**src/rtl/xillybus_read_arbiter_pkg.sv**
```systemverilog
// Shared definitions for the Xillybus read arbiter: header word layout,
// header magic byte and the arbiter FSM state encoding.
package xillybus_read_arbiter_pkg;

    // Magic byte placed in the top of every burst header word.
    localparam logic [7:0] HDR_MAGIC = 8'hA5;

    // Bit offsets of the header fields inside the 32-bit header word.
    localparam int HDR_MAGIC_LSB = 24;
    localparam int HDR_RSVD_LSB  = 20;
    localparam int HDR_SEL_LSB   = 16;
    localparam int HDR_SEQ_LSB   = 8;
    localparam int HDR_CNT_LSB   = 0;

    // Arbiter FSM states.
    typedef enum logic [1:0] {
        ST_IDLE    = 2'd0,
        ST_COLLECT = 2'd1,
        ST_HDR     = 2'd2,
        ST_DRAIN   = 2'd3
    } arb_state_e;

    // Assemble a header word; the reserved nibble stays zero.
    function automatic logic [31:0] build_header(input logic [3:0] sel,
                                                 input logic [7:0] seq,
                                                 input logic [7:0] cnt);
        logic [31:0] w;
        w = '0;
        w[HDR_MAGIC_LSB +: 8] = HDR_MAGIC;
        w[HDR_SEL_LSB   +: 4] = sel;
        w[HDR_SEQ_LSB   +: 8] = seq;
        w[HDR_CNT_LSB   +: 8] = cnt;
        return w;
    endfunction

endpackage

```
**src/rtl/xillybus_read_arbiter_buf.sv**
```systemverilog
// Burst buffer for the read arbiter: DEPTH x 32 storage with one write
// port and one registered read port. Occupancy is tracked by the caller.
module arb_burst_buf
    import xillybus_read_arbiter_pkg::*;
#(
    parameter int DEPTH = 16,
    parameter int AW    = 4
) (
    input  logic          clk,
    input  logic          srst,
    input  logic          wr_en,
    input  logic [AW-1:0] wr_addr,
    input  logic [31:0]   wr_data,
    input  logic          rd_en,
    input  logic [AW-1:0] rd_addr,
    output logic [31:0]   rd_data
);

    logic [31:0] mem_q [DEPTH];
    logic [31:0] rd_data_q;
    logic [31:0] rd_data_d;

    // Read register only changes on a read so the word holds between reads.
    always_comb begin
        rd_data_d = rd_data_q;
        if (rd_en) begin
            rd_data_d = mem_q[rd_addr];
        end
    end

    // Storage array; contents are don't-care after reset.
    always_ff @(posedge clk) begin
        if (wr_en) begin
            mem_q[wr_addr] <= wr_data;
        end
    end

    // Read data register, cleared so the core sees zero after reset.
    always_ff @(posedge clk) begin
        if (srst) begin
            rd_data_q <= '0;
        end else begin
            rd_data_q <= rd_data_d;
        end
    end

    assign rd_data = rd_data_q;

endmodule

```
**src/rtl/xillybus_read_arbiter.sv**
```systemverilog
// Round-robin arbiter that collects bursts from NUM_SRC standard FIFOs and
// presents them to a Xillybus 32-bit read stream as a standard FIFO.
// Optional macro XILLY_ARB_HDR_EN prefixes every burst with a header word
// (magic, source, sequence number, word count).
module xillybus_read_arbiter
    import xillybus_read_arbiter_pkg::*;
#(
    parameter int NUM_SRC   = 4,
    parameter int BURST_MAX = 16
) (
    input  logic                  bus_clk,
    input  logic                  srst,
    input  logic [NUM_SRC-1:0]    src_empty,
    output logic [NUM_SRC-1:0]    src_rden,
    input  logic [32*NUM_SRC-1:0] src_data,
    input  logic                  user_r_read_32_rden,
    output logic                  user_r_read_32_empty,
    output logic [31:0]           user_r_read_32_data,
    output logic                  user_r_read_32_eof,
    input  logic                  user_r_read_32_open
);

    localparam int         SEL_W       = $clog2(NUM_SRC);
    localparam int         AW          = (BURST_MAX > 1) ? $clog2(BURST_MAX) : 1;
    localparam logic [7:0] BURST_LIMIT = 8'(BURST_MAX);

    arb_state_e       state_q, state_d;
    logic [SEL_W-1:0] sel_q, sel_d;
    logic [SEL_W-1:0] last_grant_q, last_grant_d;
    logic [7:0]       cnt_q, cnt_d;
    logic [7:0]       issued_q, issued_d;
    logic [7:0]       rd_ptr_q, rd_ptr_d;
    logic             pend_q, pend_d;
`ifdef XILLY_ARB_HDR_EN
    logic [7:0]       seq_q, seq_d;
    logic [31:0]      hdr_q, hdr_d;
    logic             out_sel_q, out_sel_d;
    logic [3:0]       sel_ext;
`endif

    logic             grant_any;
    logic [SEL_W-1:0] grant_idx;
    logic             hi_found, lo_found;
    logic [SEL_W-1:0] hi_idx, lo_idx;
    logic             coll_rden;
    logic             out_active;
    logic             rd_fire;
    logic [31:0]      src_word;
    logic [7:0]       final_cnt;
    logic             buf_wr_en;
    logic             buf_rd_en;
    logic [31:0]      buf_rd_data;

    // Round-robin search: lowest non-empty index above last_grant wins,
    // otherwise wrap around to the lowest non-empty index at or below it.
    always_comb begin
        hi_found = 1'b0;
        lo_found = 1'b0;
        hi_idx   = '0;
        lo_idx   = '0;
        for (int i = NUM_SRC - 1; i >= 0; i--) begin
            if (!src_empty[i]) begin
                if (SEL_W'(i) > last_grant_q) begin
                    hi_found = 1'b1;
                    hi_idx   = SEL_W'(i);
                end else begin
                    lo_found = 1'b1;
                    lo_idx   = SEL_W'(i);
                end
            end
        end
        grant_any = hi_found | lo_found;
        grant_idx = hi_found ? hi_idx : lo_idx;
    end

    // Pick the data bus of the granted source.
    always_comb begin
        src_word = '0;
        for (int i = 0; i < NUM_SRC; i++) begin
            if (sel_q == SEL_W'(i)) begin
                src_word = src_data[i*32 +: 32];
            end
        end
    end

    assign coll_rden = !srst && (state_q == ST_COLLECT) && !src_empty[sel_q]
                       && (issued_q < BURST_LIMIT);
    assign out_active = (state_q == ST_HDR) || (state_q == ST_DRAIN);
    assign rd_fire    = user_r_read_32_rden && out_active;

    // Only the granted source is ever read, and only while collecting.
    always_comb begin
        src_rden = '0;
        if (coll_rden) begin
            src_rden[sel_q] = 1'b1;
        end
    end

`ifdef XILLY_ARB_HDR_EN
    assign sel_ext = 4'(sel_q);
`endif

    // FSM next-state and datapath control. Words land in the buffer one
    // cycle after their source read; the first idle read cycle flushes the
    // last pending word and closes the burst.
    always_comb begin
        state_d      = state_q;
        sel_d        = sel_q;
        last_grant_d = last_grant_q;
        cnt_d        = cnt_q;
        issued_d     = issued_q;
        rd_ptr_d     = rd_ptr_q;
        pend_d       = 1'b0;
        buf_wr_en    = 1'b0;
        buf_rd_en    = 1'b0;
        final_cnt    = cnt_q + {7'd0, pend_q};
`ifdef XILLY_ARB_HDR_EN
        seq_d        = seq_q;
        hdr_d        = hdr_q;
        out_sel_d    = out_sel_q;
`endif
        case (state_q)
            ST_IDLE: begin
                if (user_r_read_32_open && grant_any) begin
                    sel_d        = grant_idx;
                    last_grant_d = grant_idx;
                    cnt_d        = '0;
                    issued_d     = '0;
                    rd_ptr_d     = '0;
                    state_d      = ST_COLLECT;
                end
            end
            ST_COLLECT: begin
                buf_wr_en = pend_q;
                pend_d    = coll_rden;
                if (coll_rden) begin
                    issued_d = issued_q + 8'd1;
                end
                if (pend_q) begin
                    cnt_d = final_cnt;
                end
                if (!coll_rden) begin
`ifdef XILLY_ARB_HDR_EN
                    state_d = ST_HDR;
`else
                    state_d = (final_cnt == 8'd0) ? ST_IDLE : ST_DRAIN;
`endif
                end
            end
            ST_HDR: begin
`ifdef XILLY_ARB_HDR_EN
                if (rd_fire) begin
                    hdr_d     = build_header(sel_ext, seq_q, cnt_q);
                    out_sel_d = 1'b1;
                    if (cnt_q == 8'd0) begin
                        state_d = ST_IDLE;
                        seq_d   = seq_q + 8'd1;
                    end else begin
                        state_d = ST_DRAIN;
                    end
                end
`else
                state_d = ST_IDLE;
`endif
            end
            ST_DRAIN: begin
                if (rd_fire) begin
                    buf_rd_en = 1'b1;
                    rd_ptr_d  = rd_ptr_q + 8'd1;
`ifdef XILLY_ARB_HDR_EN
                    out_sel_d = 1'b0;
`endif
                    if (rd_ptr_q == cnt_q - 8'd1) begin
                        state_d  = ST_IDLE;
                        rd_ptr_d = '0;
`ifdef XILLY_ARB_HDR_EN
                        seq_d    = seq_q + 8'd1;
`endif
                    end
                end
            end
            default: begin
                state_d = ST_IDLE;
            end
        endcase
    end

    // State and control registers; reset discards any burst in flight.
    always_ff @(posedge bus_clk) begin
        if (srst) begin
            state_q      <= ST_IDLE;
            sel_q        <= '0;
            last_grant_q <= SEL_W'(NUM_SRC - 1);
            cnt_q        <= '0;
            issued_q     <= '0;
            rd_ptr_q     <= '0;
            pend_q       <= 1'b0;
`ifdef XILLY_ARB_HDR_EN
            seq_q        <= '0;
            hdr_q        <= '0;
            out_sel_q    <= 1'b0;
`endif
        end else begin
            state_q      <= state_d;
            sel_q        <= sel_d;
            last_grant_q <= last_grant_d;
            cnt_q        <= cnt_d;
            issued_q     <= issued_d;
            rd_ptr_q     <= rd_ptr_d;
            pend_q       <= pend_d;
`ifdef XILLY_ARB_HDR_EN
            seq_q        <= seq_d;
            hdr_q        <= hdr_d;
            out_sel_q    <= out_sel_d;
`endif
        end
    end

    arb_burst_buf #(
        .DEPTH (BURST_MAX),
        .AW    (AW)
    ) u_buf (
        .clk     (bus_clk),
        .srst    (srst),
        .wr_en   (buf_wr_en),
        .wr_addr (cnt_q[AW-1:0]),
        .wr_data (src_word),
        .rd_en   (buf_rd_en),
        .rd_addr (rd_ptr_q[AW-1:0]),
        .rd_data (buf_rd_data)
    );

    assign user_r_read_32_empty = srst || !out_active;
    assign user_r_read_32_eof   = 1'b0;
`ifdef XILLY_ARB_HDR_EN
    assign user_r_read_32_data  = out_sel_q ? hdr_q : buf_rd_data;
`else
    assign user_r_read_32_data  = buf_rd_data;
`endif

endmodule
```
**config.mk**
```make
export PLATFORM = sky130hd
export DESIGN_NAME = xillybus_read_arbiter
export DESIGN_NICKNAME = d
export VERILOG_FILES = /design/src/rtl/xillybus_read_arbiter_pkg.sv /design/src/rtl/xillybus_read_arbiter_buf.sv /design/src/rtl/xillybus_read_arbiter.sv
export SDC_FILE = /design/constraint.sdc
export NUM_CORES = 1
export LEC_CHECK = 0
export ABC_AREA = 1
export BUFFER_PORTS_ARGS = -buffer_cell sky130_fd_sc_hd__buf_4
export CELL_PAD_IN_SITES_DETAIL_PLACEMENT = 1
export CELL_PAD_IN_SITES_GLOBAL_PLACEMENT = 1
export CORE_ASPECT_RATIO = 0.75
export CORE_UTILIZATION = 44
export CTS_CLUSTER_SIZE = 40
export DETAILED_ROUTE_END_ITERATION = 10
export PLACE_DENSITY = 0.75
export SKIP_CTS_REPAIR_TIMING = 1
export SYNTH_ARGS = -nofsm -noshare
export SYNTH_HDL_FRONTEND = slang
export SYNTH_SLANG_ARGS = --single-unit
```
**constraint.sdc**
```tcl
create_clock -name bus_clk -period 2.5 [get_ports bus_clk]
set_clock_uncertainty 0.15 [all_clocks]
set_input_delay 0.25 -clock bus_clk [delete_from_list [all_inputs] [get_ports bus_clk]]
set_output_delay 0.25 -clock bus_clk [all_outputs]
set_load 0.01 [all_outputs]
```
==> metrics.md, run 1 <==
| Metric | Value |
|---|---|
| Status | `finished, violations left` |
| Failing checks | `negative hold slack` |
| Synthesized flop and latch total | `575` |
| Commonest non-fill, non-tap cell in the layout | `edfxtp_1` |
| Vias in the first global route | `18262` |
| DR vias/cell | `5.85` |
| Number of buffers added on ports | `172` |
| Cells after Synth | `2036` |
| Setup crit end | `src_rden[0]` |
| Initial antenna violation count | `1` |
| Avg Cell Area, Syn | `approximately 12 µm²` |
| DP HPWL | `44400 µm` |
| Initial Util | `44.5%` |
| Combinational family with the most area after synthesis | `simple AND/OR/NAND/NOR gates` |
| Total global routing track utilization | `27.7%` |
| Max Cap Violations | `0` |
| Post-DP Area | `26300 µm²` |
| Startpoint types | `flip-flop` |
| Worst-Margin Slew | `670 ps` |
| Multiplexer area fraction after synthesis | `0%` |
| DRC Markers | `0` |
| Via count | `roughly 18000` |
| DRT Wirelength | `74900 µm` |
| Ant diodes | `0` |
| Synth Area in Compound Gates | `approximately an eighth` |
| Grt total ovfl | `0` |
| Flop2flop setup slack | `250 ps` |
| Setup TNS | `0 ps` |
| RR Endpoint | `u_buf.mem_q[0][21]` |
| Die Y | `approximately 200 µm` |
| Syn nets | `2180` |
| H-tree levels | `2` |
| Post-synth EDFFs | `512` |
| GPL Wtd Cong | `0.835` |
| Sw Share | `32.1%` |
| Syn. warnings | `0` |
| Crit end category | `primary output` |
| CP Max Fanout | `6` |
| Worst Path Required | `2100 ps` |
| Commonest non-fill, non-tap cells in the layout | `512 x edfxtp_1, 314 x nand2_1, 306 x nor2_1` |
| Nets@finish | `~2400` |
| Root buffer cell | `clkbuf_16` |
| Int Pwr | `around 18 mW` |
| CTS tree | `yes` |
| Final core area utilization | `53.3%` |
| Largest net degree at the start of global routing | `100` |
| Fin crit period | `~2400 ps` |
| Clk sinks | `~580` |
| Max-slew headroom | `between 50% and 60%` |
| Die width | `roughly 270 µm` |
| Fin cells | `around 3000` |
| Cell row count | `73` |
| Slew Viols, Final | `0` |
| Fill count | `5440` |
| First-pass GRT wire length | `112000 µm` |
| Worst r2r src | `sel_q[1]` |
| Worst Path Arrival | `2010 ps` |
| I/O pins | `174` |
| Synth Area in XOR/XNOR | `less than 1%` |
| Synth cell types | `35` |
| Inserted Clock Buffers | `56` |
| Ys flop type | `edfxtp_1` |
| Worst hold slack | `-3.21 ps` |
| Switching power | `8.48 mW` |
| VDD IR max | `0.566 mV` |
| Placed Cells | `2881` |
| Post-Synth Simple-Gate Area | `between 10 and 15%` |
| Comb power frac | `between 20 and 25%` |
| Detailed Route Iter0 Violations | `about 1800` |
| Power Density | `937 nW/µm²` |
| Register area share after synthesis | `just over 70%` |
| Endpoints failing setup | `0` |
| Hold Violations, Final | `6` |
| WL per Instance | `25.0 µm` |
| Clk_lat worst skew | `620 ps` |
| Mapped cell area | `23500 µm²` |
| Remaining antenna violation count | `0` |
| Hold Crit Class | `primary input to flip-flop` |
| Post-route cell area | `28200 µm²` |
| R2R depth | `7` |
| DRT Pass-1 Iters | `5` |
| Final Cycle Share | `96.4%` |
| Die area | `54400 µm²` |
| CORE AREA | `52900 µm²` |
| Crit. Startpoint | `sel_q[0]` |
| WS Path Type | `flip-flop to primary output` |
| Leakage Power | `9.84 nW` |
| Adder-cell share of the synthesized area | `0.425%` |
| Clock slew at reported path FFs | `60 ps` |
| Clk pwr share | `31.4%` |
| Layout area overhead | `19.8%` |
| Layout cells sized above 1 | `17.5%` |
| Achievable Freq | `slightly above 0.4 GHz` |
| Synth async-reset ratio | `0%` |
| Clk buf depth | `3` |
| Flop pwr share | `44.0%` |
[worst max-delay path, stage by stage, from the launching register on]
cell and delay (ps):
dfxtp_2 330, buf_6 140, nand2_4 70, inv_2 70
nand2_4 70, o21ai_4 60, nor3_4 220, inv_2 110
nor3_2 170, buf_4 140
[layout make-up]
| cell class | count | area (µm²) | share of cell area (%) |
|---|---|---|---|
| Sequential cell | 575 | 16600 | 59.0 |
| Multi-Input combinational cell | 1279 | 6290 | 22.3 |
| Timing Repair Buffer | 275 | 2400 | 8.53 |
| Clock buffer | 79 | 1560 | 5.53 |
| Tap cell | 712 | 891 | 3.16 |
| Clock inverter | 25 | 215 | 0.763 |
| Inverter | 49 | 189 | 0.670 |
[state kept, by name, indices dropped and copies added (netlist names)]
signal         cells
u_buf.mem_q      512
u_buf.rd_data     32
cnt_q              8
issued_q           8
rd_ptr_q           8
last_grant_q       2
sel_q              2
state_q            2
pend_q             1
[Yosys cell counts (20+ instances only)]
master	instances	share of area [%]
o211ai_1	20	0.64
nand4_1	36	0.96
o21ai_0	302	6.4
clkbuf_1	81	1.3
buf_2	29	0.62
o22ai_1	65	1.7
nand2_1	317	5.1
nor2_1	325	5.2
o221ai_1	44	1.6
nand3_1	58	1.2
a21oi_1	64	1.4
edfxtp_1	512	65
inv_1	44	0.70
dfxtp_1	63	5.4
[worst min-delay path by stage]
stage,end,cells past startpoint,slack [ps],start
2_1_floorplan,issued_q[6],2,270,issued_q[6]
3_3_place_gp,issued_q[6],2,280,issued_q[6]
3_5_place_dp,issued_q[5],2,290,issued_q[5]
4_1_cts,issued_q[5],2,-270,srst
5_1_grt,u_buf.mem_q[13][24],4,30,src_data[56]
6_report,u_buf.mem_q[1][30],4,-3,src_data[62]
[metrics by stage]
step                      setup slack, ps  total power [mW]
after floorplan                      -217              15.7
after global placement                320              17.7
after detailed placement              240              18.1
after CTS                            -312              26.4
after global routing                -18.8              27.5
final                                90.4              26.4
[power by group through the flow]
stage | Combinational [mW] | Clock, mW | Sequential, mW
CTS | 6.36 | 8.40 | 11.6
global placement | 5.89 | 0 | 11.8
global route | 7.11 | 8.72 | 11.7
finish | 6.49 | 8.31 | 11.6
detailed placement | 6.26 | 0 | 11.8
floorplan | 3.97 | 0 | 11.7
[layer usage]
metal  vias up  share of wire [%]  track usage (%)
met5         -                  0                0
met4         0                3.0             9.15
met3       141                7.4             5.02
met2       710                 48             45.2
met1      8905                 42             37.4
li1       7769                  -                -
[cells by family (layout without fill, tap and decap cells)]
group,count (synthesis),after routing
flip-flops,575,575
XOR/XNOR,7,7
other,1,1
AO/OA/AOI/OAI,509,509
adder cells (fa/ha/maj),8,8
buffers and inverters,182,428
AND/OR/NAND/NOR,754,754
Power figures use the tool's default switching activity.
==> run 2: changes to the inputs <==
--- a/config.mk
+++ b/config.mk
@@ -12,6 +12,6 @@
 export CORE_ASPECT_RATIO = 0.75
-export CORE_UTILIZATION = 44
+export CORE_UTILIZATION = 35
 export CTS_CLUSTER_SIZE = 40
 export DETAILED_ROUTE_END_ITERATION = 10
-export PLACE_DENSITY = 0.75
+export PLACE_DENSITY = 0.62
 export SKIP_CTS_REPAIR_TIMING = 1
==> constraint.sdc (replaced) <==
create_clock -name bus_clk -period 2.5 [get_ports bus_clk]
set_clock_uncertainty 0.15 [all_clocks]
set_input_delay 0.75 -clock bus_clk [delete_from_list [all_inputs] [get_ports bus_clk]]
set_output_delay 0.75 -clock bus_clk [all_outputs]
set_load 0.01 [all_outputs]
==> metrics.md, run 2 (synthesis results as in run 1) <==
| Metric | Value |
|---|---|
| Status | `finished, violations left` |
| Failing checks | `design-rule violations, negative setup slack` |
| Worst-Margin Slew | `770 ps` |
| Achievable Freq | `0.359 GHz` |
| Number of buffers added on ports | `172` |
| Placed Cells | `3035` |
| Worst Path Arrival | `1880 ps` |
| H-tree levels | `2` |
| Endpoints failing setup | `4` |
| Hold Violations, Final | `0` |
| Clk_lat worst skew | `between 600 and 700 ps` |
| Commonest non-fill, non-tap cells in the layout | `512 x edfxtp_1, 315 x nand2_1, 306 x nor2_1` |
| Initial antenna violation count | `2` |
| Layout area overhead | `20.6%` |
| Post-DP Area | `26600 µm²` |
| Worst r2r src | `state_q[0]` |
| DR vias/cell | `roughly 5.4` |
| Most flops, register | `u_buf.mem_q` |
| Root buffer cell | `clkbuf_16` |
| Fill count | `7009` |
| Max Cap Violations | `0` |
| DP HPWL | `41900 µm` |
| Via count | `16964` |
| Final Cycle Share | `111%` |
| Fin cells | `around 3100` |
| Worst Path Required | `around 1600 ps` |
| Register Area | `16700 µm²` |
| DRT Pass-1 Iters | `8` |
| CP dominant cell by count | `nor3_4` |
| Inserted Clock Buffers | `57` |
| First-pass GRT wire length | `112000 µm` |
| Initial Util | `35.7%` |
| Leakage Power | `~10 nW` |
| CORE AREA | `65900 µm²` |
| Clock slew at reported path FFs | `60 ps` |
| Post-route cell area | `between 20000 and 30000 µm²` |
| Ant diodes | `0` |
| Setup TNS | `-955 ps` |
| Layout cells sized above 1 | `17.0%` |
| CP max stage cell | `dfxtp_2` |
| Startpoint types | `flip-flop` |
| Cell row count | `81` |
| Die width | `around 300 µm` |
| DRC Markers | `4` |
| HP Start | `issued_q[7]` |
| Slowest stage delay, CP | `330 ps` |
| Largest net degree at the start of global routing | `111` |
| GPL Wtd Cong | `0.769` |
| CP Cell Sequence | `nor3_4, nand3_4, nor3_4, inv_2, nor3_2, buf_4` |
| Commonest non-fill, non-tap cell in the layout | `edfxtp_1` |
| Power Density | `917 nW/µm²` |
| Worst hold slack | `294 ps` |
| WS Path Type | `flip-flop to primary output` |
| Max-slew headroom | `48.6%` |
| Slew Viols, Final | `0` |
| Die Y | `227 µm` |
| Unrepaired setup endpoints after global routing | `true` |
| Area occupied by multi-input gates | `around 6300 µm²` |
| CP Max Fanout | `5` |
| Crit. Startpoint | `issued_q[6]` |
| VDD IR max | `0.571 mV` |
| Total global routing track utilization | `21.9%` |
| Fin crit period | `2780 ps` |
| Vias in the first global route | `around 18000` |
| Final setup margin | `-283 ps` |
| Nets@finish | `2371` |
| DRT Wirelength | `74200 µm` |
| Clk sinks | `around 580` |
| Remaining antenna violation count | `0` |
| Die area | `68300 µm²` |
| Detailed Route Iter0 Violations | `1314` |
| WL per Instance | `23.6 µm` |
| Crit end category | `primary output` |
| I/O pins | `174` |
| Final core area utilization | `43.1%` |
| Grt total ovfl | `0` |
| Max reg flops | `roughly 510` |
| Hold Crit Class | `flip-flop to flip-flop` |
| CTS tree | `yes` |
| Clk buf depth | `3` |
## run 2: changes by cell type in the layout (fill, tap and decap cells not counted), moves of 3 or more
cell / change
buf_12: +10
inv_6: +3
clkinv_1: +6
clkbuf_8: -3
clkbuf_1: +5
clkinv_2: -3
dlygate4sd3_1: -3
buf_4: -16
## run 2: final cells by class
class | instances | share of cell area, %
clock buffer | 81 | 5.42
inverter | 49 | 0.666
multi-input combinational | 1279 | 22.2
sequential | 575 | 58.7
tap | 871 | 3.84
timing repair buffer | 265 | 8.61
clock inverter | 27 | 0.604
## run 2: worst paths after layout
path,to,slack [ps],depth (start not counted)
worst min register to register,issued_q[7],290,2
worst max register to register,u_buf.mem_q[15][22],140,9
worst min-delay path,issued_q[7],290,2
worst max-delay path,src_rden[2],-280,6
## run 2: power breakdown
group | total, mW | switching [mW] | internal, mW
sequential | 11.6 | 0.233 | 11.4
combinational | 6.39 | 4.45 | 1.94
clock | 8.04 | 3.65 | 4.39
total | 26.0 | 8.33 | 17.7
## run 2: worst max-delay path, delay by kind of cell, from the launching register on
family        cells  cell delay (ps)
simple gates      4              720
flops             1              330
buf+inv           2              220
## run 2: per-layer routing
metal	part of all wire (%)	vias up	GRT usage, %
met5	0	-	0
met4	2.1	0	5.42
met3	4.9	101	3.00
met2	46	459	35.2
met1	47	8643	31.2
li1	-	7761	-
## run 2: per-stage QoR
stage / power (mW) / worst slack, ps
5_1_grt: 27.3 / -380
3_5_place_dp: 18.1 / -270
3_3_place_gp: 17.9 / -126
4_1_cts: 26.2 / -478
6_report: 26.0 / -283
2_1_floorplan: 15.7 / -217
==> run 3: changes to the inputs <==
Settings changed: CORE_ASPECT_RATIO 0.75 to unset, CORE_UTILIZATION 35 to 44, PLACE_DENSITY 0.62 to 0.75.
==> metrics.md, run 3 (synthesis results as in run 1) <==
| Metric | Value |
|---|---|
| Ant diodes | `0` |
| Hold Crit Class | `flip-flop to flip-flop` |
| Post-route cell area | `28300 µm²` |
| Final setup margin | `-407 ps` |
| Most flops, register | `u_buf.mem_q` |
| Slew Viols, Final | `0` |
| Register Area | `16700 µm²` |
| Vias in the first global route | `18141` |
| Commonest non-fill, non-tap cells in the layout | `512 x edfxtp_1, 314 x nand2_1, 306 x nor2_1` |
| Wire length on met1 | `30400 µm` |
| Max Cap Violations | `0` |
| Largest net degree at the start of global routing | `77` |
| Worst Path Arrival | `2010 ps` |
| Startpoint types | `flip-flop` |
| VDD IR max | `~0.59 mV` |
| Highest metal layer with signal wires | `met5` |
| Number of buffers added on ports | `172` |
| DRT Wirelength | `approximately 74000 µm` |
| Setup WS pre-CTS | `-90.2 ps` |
| Worst-Margin Slew | `~800 ps` |
| WL per Instance | `approximately 25 µm` |
| Remaining antenna violation count | `0` |
| Status | `finished, violations left` |
| R2R depth | `6` |
| Clock slew at reported path FFs | `60 ps` |
| CTS tree | `yes` |
| Fill count | `5393` |
| GPL Wtd Cong | `0.796` |
| Hold Violations, Final | `0` |
| Achievable Freq | `0.344 GHz` |
| WS Path Type | `flip-flop to primary output` |
| Max-slew headroom | `46.8%` |
| Final Cycle Share | `116%` |
| Worst hold path stage count | `2` |
| Final core area utilization | `53.7%` |
| Met2 WL post-DR | `37100 µm` |
| I/O pins | `174` |
| Crit end category | `primary output` |
| Total global routing track utilization | `27.0%` |
| Layout cells sized above 1 | `18.0%` |
| Power Density | `936 nW/µm²` |
| Initial Util | `44.7%` |
| CP Max Fanout | `6` |
| Leakage Power | `9.90 nW` |
| Layout area overhead | `20.2%` |
| Post-DP Area | `~26000 µm²` |
| DRC Markers | `0` |
| Initial antenna violation count | `1` |
| Inserted Clock Buffers | `59` |
| Commonest non-fill, non-tap cell in the layout | `edfxtp_1` |
| Area occupied by multi-input gates | `6260 µm²` |
| DRT Pass-1 Iters | `5` |
| Max reg flops | `512` |
| Failing checks | `negative setup slack` |
| DP HPWL | `44500 µm` |
| Clk buf depth | `3` |
| Die width | `roughly 230 µm` |
| CORE AREA | `~53000 µm²` |
| Grt total ovfl | `0` |
| Die Y | `233 µm` |
| Detailed Route Iter0 Violations | `about 1500` |
| H-tree levels | `2` |
| Clk_lat worst skew | `630 ps` |
| Cell row count | `84` |
| Worst Path Required | `1600 ps` |
| Endpoints failing setup | `4` |
| Root buffer cell | `clkbuf_16` |
| Via count | `about 17000` |
| Met3 wire length | `between 4000 and 5000 µm` |
| Nets@finish | `2383` |
| Die area | `around 54000 µm²` |
| Clk sinks | `575` |
| Fin crit period | `2910 ps` |
| First-pass GRT wire length | `109000 µm` |
| DR vias/cell | `5.88` |
| Unrepaired setup endpoints after global routing | `true` |
==> run 3: cell type report <==
| cell class | instances | share of cell area (%) |
|---|---|---|
| Sequential cell | 575 | 58.9 |
| Multi-Input combinational cell | 1279 | 22.1 |
| Timing Repair Buffer | 275 | 8.77 |
| Clock buffer | 88 | 5.89 |
| Tap cell | 688 | 3.04 |
| Inverter | 49 | 0.677 |
| Clock inverter | 22 | 0.641 |
==> run 3: worst paths after layout <==
kind,start,to,slack (ps)
worst min register to register,issued_q[7],issued_q[7],300
worst max-delay path,sel_q[0],src_rden[1],-410
worst max register to register,sel_q[0],u_buf.mem_q[1][5],150
worst min-delay path,issued_q[7],issued_q[7],300
==> run 3: where the power goes <==
part	internal, mW	total, mW	switching [mW]
logic	1.92	6.39	4.47
registers	11.4	11.6	0.259
clock network	4.73	8.47	3.74
total	18.0	26.5	8.47
==> run 3: metal layers <==
metal / vias to the layer above / GRT usage [%]
li1: 7778 / -
met1: 8905 / 34.9
met2: 658 / 46.3
met3: 141 / 4.43
met4: 2 / 8.91
met5: - / 0
==> run 3: critical path, cell delays in order, from the launching register on <==
cell and delay, ps:
dfxtp_4 400, buf_6 120, nor2_4 30, nand2_1 60, nand2_1 70, nor3_2 210
inv_2 100, buf_4 150, nor2_1 100, buf_4 140
==> run 3: per-stage QoR <==
stage,setup TNS (ps),std cells,power (mW),hold slack (ps)
detailed placement,-184,2856,18.1,285
global route,-1940,2976,27.6,298
finish,-1520,2976,26.5,297
global placement,-209,2856,17.7,278
CTS,-1660,2966,26.5,265
floorplan,-102460,2036,15.7,268
